## config.mk

```make
export PLATFORM = sky130hd
export DESIGN_NAME = priority_encoder_8x3_flat
export DESIGN_NICKNAME = d
export VERILOG_FILES = /design/src/rtl/priority_encoder_8x3_if.sv /design/src/rtl/priority_encoder_8x3.sv /design/src/flat_wrapper.sv
export SDC_FILE = /design/constraint.sdc
export NUM_CORES = 1
export LEC_CHECK = 0
export CAP_MARGIN = 0
export CORE_MARGIN = 2
export CORE_UTILIZATION = 52
export DETAILED_ROUTE_END_ITERATION = 8
export GPL_ROUTABILITY_DRIVEN = 0
export PLACE_DENSITY = 0.81
export SLEW_MARGIN = 20
export SYNTH_ARGS = -nofsm -noshare
export SYNTH_HDL_FRONTEND = slang
export SYNTH_SLANG_ARGS = --single-unit
```

## constraint.sdc

```tcl
create_clock -name clk -period 3.5 [get_ports clk]
set_input_delay 0.35 -clock clk [delete_from_list [all_inputs] [get_ports clk]]
set_output_delay 0.35 -clock clk [all_outputs]
set_load 0.005 [all_outputs]
```

## src/rtl/priority_encoder_8x3_if.sv

```systemverilog
// Request/code bus of the 8-to-3 priority encoder: requests and ack in,
// registered code, valid and debug state out.
interface priority_encoder_8x3_if #(
  parameter int MISS_W = 4
);
  logic              En;
  logic [7:0]        D;
  logic              ack;
  logic              A;
  logic              B;
  logic              C;
  logic              V;
  logic [7:0]        pending;
  logic [MISS_W-1:0] miss;

  modport master (output En, D, ack, input A, B, C, V, pending, miss);
  modport slave  (input En, D, ack, output A, B, C, V, pending, miss);
endinterface

```

## src/rtl/priority_encoder_8x3.sv

```systemverilog
// Sequential 8-to-3 priority encoder: latches request rising edges into a pending
// set and presents the highest pending index, held until acknowledged.
module priority_encoder_8x3 #(
  parameter int MISS_W = 4
) (
  input  logic                   clk,
  input  logic                   rst,
  priority_encoder_8x3_if.slave  bus
);

  typedef enum logic {IDLE, PRESENT} state_t;

  localparam logic [MISS_W-1:0] MISS_MAX = '1;

  function automatic logic [MISS_W-1:0] f_sat_inc(input logic [MISS_W-1:0] v);
    return (v == MISS_MAX) ? v : v + 1'b1;
  endfunction

  function automatic logic [2:0] f_top_idx(input logic [7:0] v);
    logic [2:0] idx;
    idx = 3'd0;
    for (int i = 0; i < 8; i++) begin
      if (v[i]) idx = i[2:0];
    end
    return idx;
  endfunction

  state_t            r_state;
  logic [7:0]        r_d_q;
  logic [7:0]        r_pending;
  logic [MISS_W-1:0] r_miss;
  logic [2:0]        r_code;
  logic              r_v;

  logic [7:0] w_set;
  logic [7:0] w_clr;
  logic [7:0] w_kept;
  logic [7:0] w_pnext;
  logic       w_collide;

  // A clear and a set on the same bit leave it pending: the set is ORed in after the clear.
  assign w_set     = bus.En ? (bus.D & ~r_d_q) : 8'd0;
  assign w_clr     = (r_v && bus.ack) ? (8'd1 << r_code) : 8'd0;
  assign w_kept    = r_pending & ~w_clr;
  assign w_pnext   = w_kept | w_set;
  assign w_collide = |(w_set & w_kept);

  always_ff @(posedge clk) begin
    if (rst) begin
      r_state   <= IDLE;
      r_d_q     <= 8'd0;
      r_pending <= 8'd0;
      r_miss    <= '0;
      r_code    <= 3'd0;
      r_v       <= 1'b0;
    end else begin
      r_d_q     <= bus.D;
      r_pending <= w_pnext;
      if (w_collide) r_miss <= f_sat_inc(r_miss);
      case (r_state)
        IDLE: begin
          if (w_pnext != 8'd0) begin
            r_code  <= f_top_idx(w_pnext);
            r_v     <= 1'b1;
            r_state <= PRESENT;
          end else begin
            r_code <= 3'd0;
            r_v    <= 1'b0;
          end
        end
        PRESENT: begin
          // Without ack the code is frozen; higher-priority arrivals wait in pending.
          if (bus.ack) begin
            if (w_pnext != 8'd0) begin
              r_code <= f_top_idx(w_pnext);
            end else begin
              r_code  <= 3'd0;
              r_v     <= 1'b0;
              r_state <= IDLE;
            end
          end
        end
        default: begin
          r_state <= IDLE;
          r_v     <= 1'b0;
          r_code  <= 3'd0;
        end
      endcase
    end
  end

  assign bus.A       = r_code[2];
  assign bus.B       = r_code[1];
  assign bus.C       = r_code[0];
  assign bus.V       = r_v;
  assign bus.pending = r_pending;
  assign bus.miss    = r_miss;

endmodule

```

## src/flat_wrapper.sv

```systemverilog
// flat-port wrapper written by rule: the top's interface ports become plain ports
module priority_encoder_8x3_flat 
#(
  parameter int MISS_W = 4
)
  (clk, rst, bus_En, bus_D, bus_ack, bus_A, bus_B, bus_C, bus_V, bus_pending, bus_miss);
  priority_encoder_8x3_if #(.MISS_W(MISS_W)) bus_i ();
  input  logic clk;
  input  logic rst;
  input wire logic [$bits(bus_i.En)-1:0] bus_En;
  input wire logic [$bits(bus_i.D)-1:0] bus_D;
  input wire logic [$bits(bus_i.ack)-1:0] bus_ack;
  output wire logic [$bits(bus_i.A)-1:0] bus_A;
  output wire logic [$bits(bus_i.B)-1:0] bus_B;
  output wire logic [$bits(bus_i.C)-1:0] bus_C;
  output wire logic [$bits(bus_i.V)-1:0] bus_V;
  output wire logic [$bits(bus_i.pending)-1:0] bus_pending;
  output wire logic [$bits(bus_i.miss)-1:0] bus_miss;
  assign bus_i.En = bus_En;
  assign bus_i.D = bus_D;
  assign bus_i.ack = bus_ack;
  assign bus_A = bus_i.A;
  assign bus_B = bus_i.B;
  assign bus_C = bus_i.C;
  assign bus_V = bus_i.V;
  assign bus_pending = bus_i.pending;
  assign bus_miss = bus_i.miss;
  priority_encoder_8x3 #(.MISS_W(MISS_W)) u_core (.clk(clk), .rst(rst), .bus(bus_i));
endmodule
```

# Yosys cells after proc, flatten, opt, wreduce, memory -nomap -nowiden
# Cells that the tools add are included.
word_totals:
  elab_cells: 42
  output_inout_bits: 16
  register_bits: 25
  input_bits: 12
op_classes:
  bitwise_logic: 8
  mux: 18
  shifts: 1
  n_eq_ne: 3
  n_reduce_logical: 5
  add_sub_neg: 1
op_table:
  columns: ["cell", "n"]
  rows:
  - ["AND 8 bit", 3]
  - ["two-way mux 3 bit", 7]
  - ["two-way mux 8 bit", 2]
  - ["NOT 8 bit", 2]
  - ["OR 8 bit", 1]
  - ["nonzero test 8 bit", 1]
  - ["OR reduction 8 bit", 1]
  - ["left shift 1 x 3 -> 8 bit, first input constant", 1]
  - ["one-hot mux 3 bit (2 select lines)", 1]
  - ["two-way mux 1 bit", 5]
  - ["adder 4 x 1 -> 4 bit, second input constant", 1]
  - ["equality test 4 bit, second input constant", 1]
  - ["inequality test 2 bit, second input constant", 2]
  - ["one-hot mux 1 bit (2 select lines)", 2]
  - ["AND reduction 2 bit", 2]
  - ["two-way mux 2 bit", 1]
  - ["NOT 1 bit", 2]
  - ["logical AND 1 bit", 1]

# Depth between registers and ports, before layout
depth:
  depth_word: 15
  ltp_mapped: 6
  depth_no_buf: 6

# Worst setup path before layout
# Ideal clock, no wire load.
synth_path:
  path_type: "register to register"
  from: "reg u_core.r_code[1]"
  to: "reg u_core.r_miss[0], in the netlist u_core.bus.miss[0]"
  arrival_time_ns: 1.718
  n_path_buf: 0
  slack_ns: 1.661
  period_less_slack_ns: 1.839
  required_time_ns: 3.379
  setup_ns: 0.121
  path_stages_with_launch: 7
  path_cell_list: "dfxtp_1 > nand2_2 > a2111oi_2 > o21ai_1 > nor4_4 > nor2b_1 > mux2_4"
synth_between:
  elab_chain_cells: 7
synth_rtl:
  columns: ["element", "line", "source"]
  rows:
  - ["start: declaration", "priority_encoder_8x3.sv:32", "logic [2:0] r_code;"]
  - ["start signal: assignment", "priority_encoder_8x3.sv:63", "r_code <= f_top_idx(w_pnext);"]
  - ["start signal: assignment", "priority_encoder_8x3.sv:75", "r_code <= f_top_idx(w_pnext);"]
  - ["left shift 1 x 3 -> 8 bit", "priority_encoder_8x3.sv:43", "assign w_clr = (r_v && bus.ack) ? (8'd1 << r_code) : 8'd0;"]
  - ["two-way mux 8 bit", "priority_encoder_8x3.sv:43", null]
  - ["NOT 8 bit", "priority_encoder_8x3.sv:44", "assign w_kept = r_pending & ~w_clr;"]
  - ["AND 8 bit", "priority_encoder_8x3.sv:44", null]
  - ["AND 8 bit", "priority_encoder_8x3.sv:46", "assign w_collide = |(w_set & w_kept);"]
  - ["OR reduction 8 bit", "priority_encoder_8x3.sv:46", null]
  - ["AND reduction 2 bit (no line)", null, null]
  - ["end signal: assignment", "priority_encoder_8x3.sv:59", "if (w_collide) r_miss <= f_sat_inc(r_miss);"]
  - ["end: declaration", "priority_encoder_8x3.sv:31", "logic [MISS_W-1:0] r_miss;"]
# No other way between the ends.
# A chain may end at the register's enable or synchronous reset.

# Final worst setup path
layout_path:
  from: "in bus_En"
  to: "reg u_core.r_miss[2], in the netlist u_core.bus.miss[2]"
layout_between:
  elab_chain_cells: 4
layout_rtl:
  columns: ["element", "line", "source"]
  rows:
  - ["start: declaration", "flat_wrapper.sv:10", "input wire logic [$bits(bus_i.En)-1:0] bus_En;"]
  - ["two-way mux 8 bit", "priority_encoder_8x3.sv:42", "assign w_set = bus.En ? (bus.D & ~r_d_q) : 8'd0;"]
  - ["AND 8 bit", "priority_encoder_8x3.sv:46", null]
  - ["OR reduction 8 bit", "priority_encoder_8x3.sv:46", null]
  - ["AND reduction 2 bit (no line)", null, null]
# No other way between the ends.

==> summary.md <==
| Metric | Value |
|---|---|
| Final Skew | `between 0.002 and 0.0025 ns` |
| RSZ-0062 raised after global routing | `no` |
| Clock Tree Buf Depth | `2` |
| Critical-path top delay cell | `clkdlybuf4s50_1` |
| Top FF cell, synth | `dfxtp_1` |
| Syn. warnings | `0` |
| Cell area power density | `between 300 and 400 nW/um^2` |
| Final period demand of the worst path | `2.29 ns` |
| Worst path max stage delay | `between 0.5 and 0.6 ns` |
| Max-Cap Viols | `0` |
| Met2 routed WL | `1360 um` |
| Root Buffer | `clkbuf_4` |
| Number of cells upsized or downsized after cts | `0` |
| Via density | `about 5.9` |
| Overflow after GRT | `0` |
| Slew at the pin closest to its max-slew limit | `0.914 ns` |
| Internal Power | `approximately 420 uW` |
| Sequential cell fraction of total power | `between 50 and 60%` |
| Count leader, synth | `dfxtp_1` |
| Row count | `17` |
| WP data required | `~3.7 ns` |
| CP cell instances | `clkdlybuf4s50_1 > and3b_1 > a2111oi_2 > o21ai_1 > or4_1 > a21oi_1 > nor3_1` |
| Post-synth top area cell | `dfxtp_1` |
| Clk_lat worst skew | `about 0.32 ns` |
| Setup_tns | `0 ns` |
| Fin. Hold Viols | `0` |
| Cell Area, Placed | `~1500 sq um` |
| Die area | `between 2000 and 3000 sq um` |
| Post-Synthesis Cells | `135` |
| Register bit total from synthesis | `25` |
| N_diodes | `0` |
| Final WL | `2790 um` |
| DRT iter0 DRCs | `14` |
| Unique cell type count in the Yosys netlist | `between 40 and 50` |
| F_max | `around 440 MHz` |
| Die height | `about 52 um` |
| Tcrit/Tclk final | `between 60% and 70%` |
| Peak fanout along the critical path | `9` |
| Switching Power | `around 160 uW` |
| Final setup fails | `0` |
| Clk slew on worst S/H paths | `between 0.1 and 0.15 ns` |
| CP bufs+invs | `1` |
| Top Layer Used | `met4` |
| Layout cells sized above 1 | `slightly above 6%` |
| Outcome | `finished, final reports clean` |
| Setup Fix Bufs, Post-CTS | `0` |
| Synth top cells by count | `25 x dfxtp_1, 15 x nor2_1, 12 x nand2_1` |
| Seq/Total Area, Yosys | `42.1%` |
| Initial antenna violation count | `0` |
| Vias in the first global route | `approximately 1100` |
| DRC viols | `0` |
| Via count | `about 1100` |
| Critical path arrival | `between 2 and 2.5 ns` |
| CTS tree | `done` |
| DR WL/cell | `between 10 and 15 um` |
| Slew Viols, Final | `0` |
| Clock power share | `21.8%` |
| EDFF count, synth | `0` |
| Peak VDD IR | `approximately 330 uV` |
| CP Class | `input pin to flip-flop` |
| CTS Hold Bufs | `0` |
| P_leak | `between 0.0005 and 0.0006 uW` |
| Max-slew headroom at the worst pin | `around two fifths` |
| IO Port Bufs | `27` |
| Die width | `around 52 um` |
| Total CTS buffers | `3` |
| Crit path capture type | `flip-flop` |
| M1 WL | `around 1200 um` |
| Area Overhead vs Synth | `26.6%` |
| Asr flop ratio synth | `0%` |
| Synth area leaders | `dfxtp_1 42%, nor2b_1 5.8%, nor2_1 4.7%` |
| TritonCTS Sinks | `25` |
| Top cell family by delay on the critical path | `simple AND/OR/NAND/NOR gates` |
| Final Cell Area | `~1500 sq um` |
| Post-DRT Antenna Nets | `0` |
| Sw frac | `approximately 28%` |
| Synth Net Count | `approximately 150` |
| Worst min-delay path category | `flip-flop to flip-flop` |
| Area of the core | `about 2200 sq um` |
| Synth Cell Area | `approximately 1200 sq um` |
| Met3 wire len | `around 170 um` |
| H-tree depth | `1` |
| Comb pwr share | `between 20% and 30%` |
| Initial DRT Pass Iterations | `4` |
| Avg Inst Size Synth | `a little under 9 sq um` |
| Starting Density | `a little over half` |
| CP startpoint kind | `input pin` |
| Largest net degree at the start of global routing | `29` |
| Hpwl dp | `between 2000 and 2500 um` |
| First-pass GRT wire length | `~4600 um` |
| Post-synth top area share | `42.1%` |
| Gr usage total | `22.7%` |
| Post-layout net count | `about 180` |
| Ports | `28` |
[logic make-up after synthesis]
logic type                 Yosys count  synth area share (%)
muxes                                2                  2.10
DFF                                 25                  42.1
adders and majority gates            1                  1.05
AOI/OAI and AO/OA                   32                  19.2
buffers and inverters                7                  2.21
and+or+nand+nor                     68                  33.4
[power by group through the flow]
stage / sequential (uW) / clock, uW / combinational [uW]
after floorplan: 330 / 0 / 69.5
after global placement: 332 / 0 / 122
after detailed placement: 334 / 0 / 125
after CTS: 328 / 130 / 126
after global routing: 331 / 142 / 139
final: 329 / 127 / 126
[path summary, 6_finish.rpt]
kind         slack [ns]  cells past startpoint                 end             start
max                1.21                      7  u_core.bus.miss[2]            bus_En
min                0.47                      1        u_core.bus.V    u_core.r_state
max reg2reg        1.32                      6        u_core.bus.V  u_core.r_code[0]
min reg2reg        0.47                      1        u_core.bus.V    u_core.r_state
[worst register-to-register path, stage by stage (launching register included)]
cell	delay [ns]
dfxtp_1	0.56
nand2_1	0.19
or3_1	0.40
a21oi_2	0.24
nand2_1	0.12
nor4_2	0.39
a221oi_1	0.13
[cell usage in the layout, fill, tap and decap left out, types with 2 or more instances in the layout]
cell	Yosys	final
a31oi_1	3	3
o21a_1	2	2
nor3_1	3	3
a211oi_1	2	2
o211ai_1	2	2
dfxtp_1	25	25
nand3_1	4	4
nand2b_1	6	6
nor2_1	15	15
a21oi_1	7	7
or3_1	3	3
nand2_1	12	12
inv_1	3	3
and3b_1	6	6
a32oi_1	2	2
clkdlybuf4s50_1	0	27
o21ai_1	3	3
nor2b_1	11	11
clkbuf_4	0	3
[state kept, by name, summed over array words and instances (netlist names)]
register / count
u_core.r_d_q: 8
u_core.bus.miss: 4
u_core.r_code: 3
u_core.bus.pending: 8
u_core.r_state: 1
u_core.bus.V: 1
[final cells by class]
cell class,instances,area (sq um)
fill,197,686
multi-input combinational,103,662
sequential,25,500
timing repair buffer,27,270
tap,28,35.0
clock buffer,4,26.3
inverter,3,11.3
[metrics by stage]
| step | setup slack, ns | power [uW] | utilization, % | hold WS, ns | cells |
|---|---|---|---|---|---|
| after floorplan | 1.66 | 399 | - | 0.435 | 135 |
| after global placement | 0.948 | 455 | 67.5 | 0.446 | 186 |
| after detailed placement | 0.867 | 459 | 67.5 | 0.457 | 186 |
| after CTS | 1.22 | 584 | 68.7 | 0.477 | 190 |
| after global routing | 1.10 | 612 | 68.7 | 0.484 | 190 |
| final | 1.21 | 582 | 68.7 | 0.469 | 190 |
[layer usage]
layer	track usage [%]	vias to the layer above
li1	-	542
met1	27.3	533
met2	40.4	44
met3	3.16	9
met4	9.21	0
met5	0	-
No activity file was read; power rests on OpenSTA's default activity.
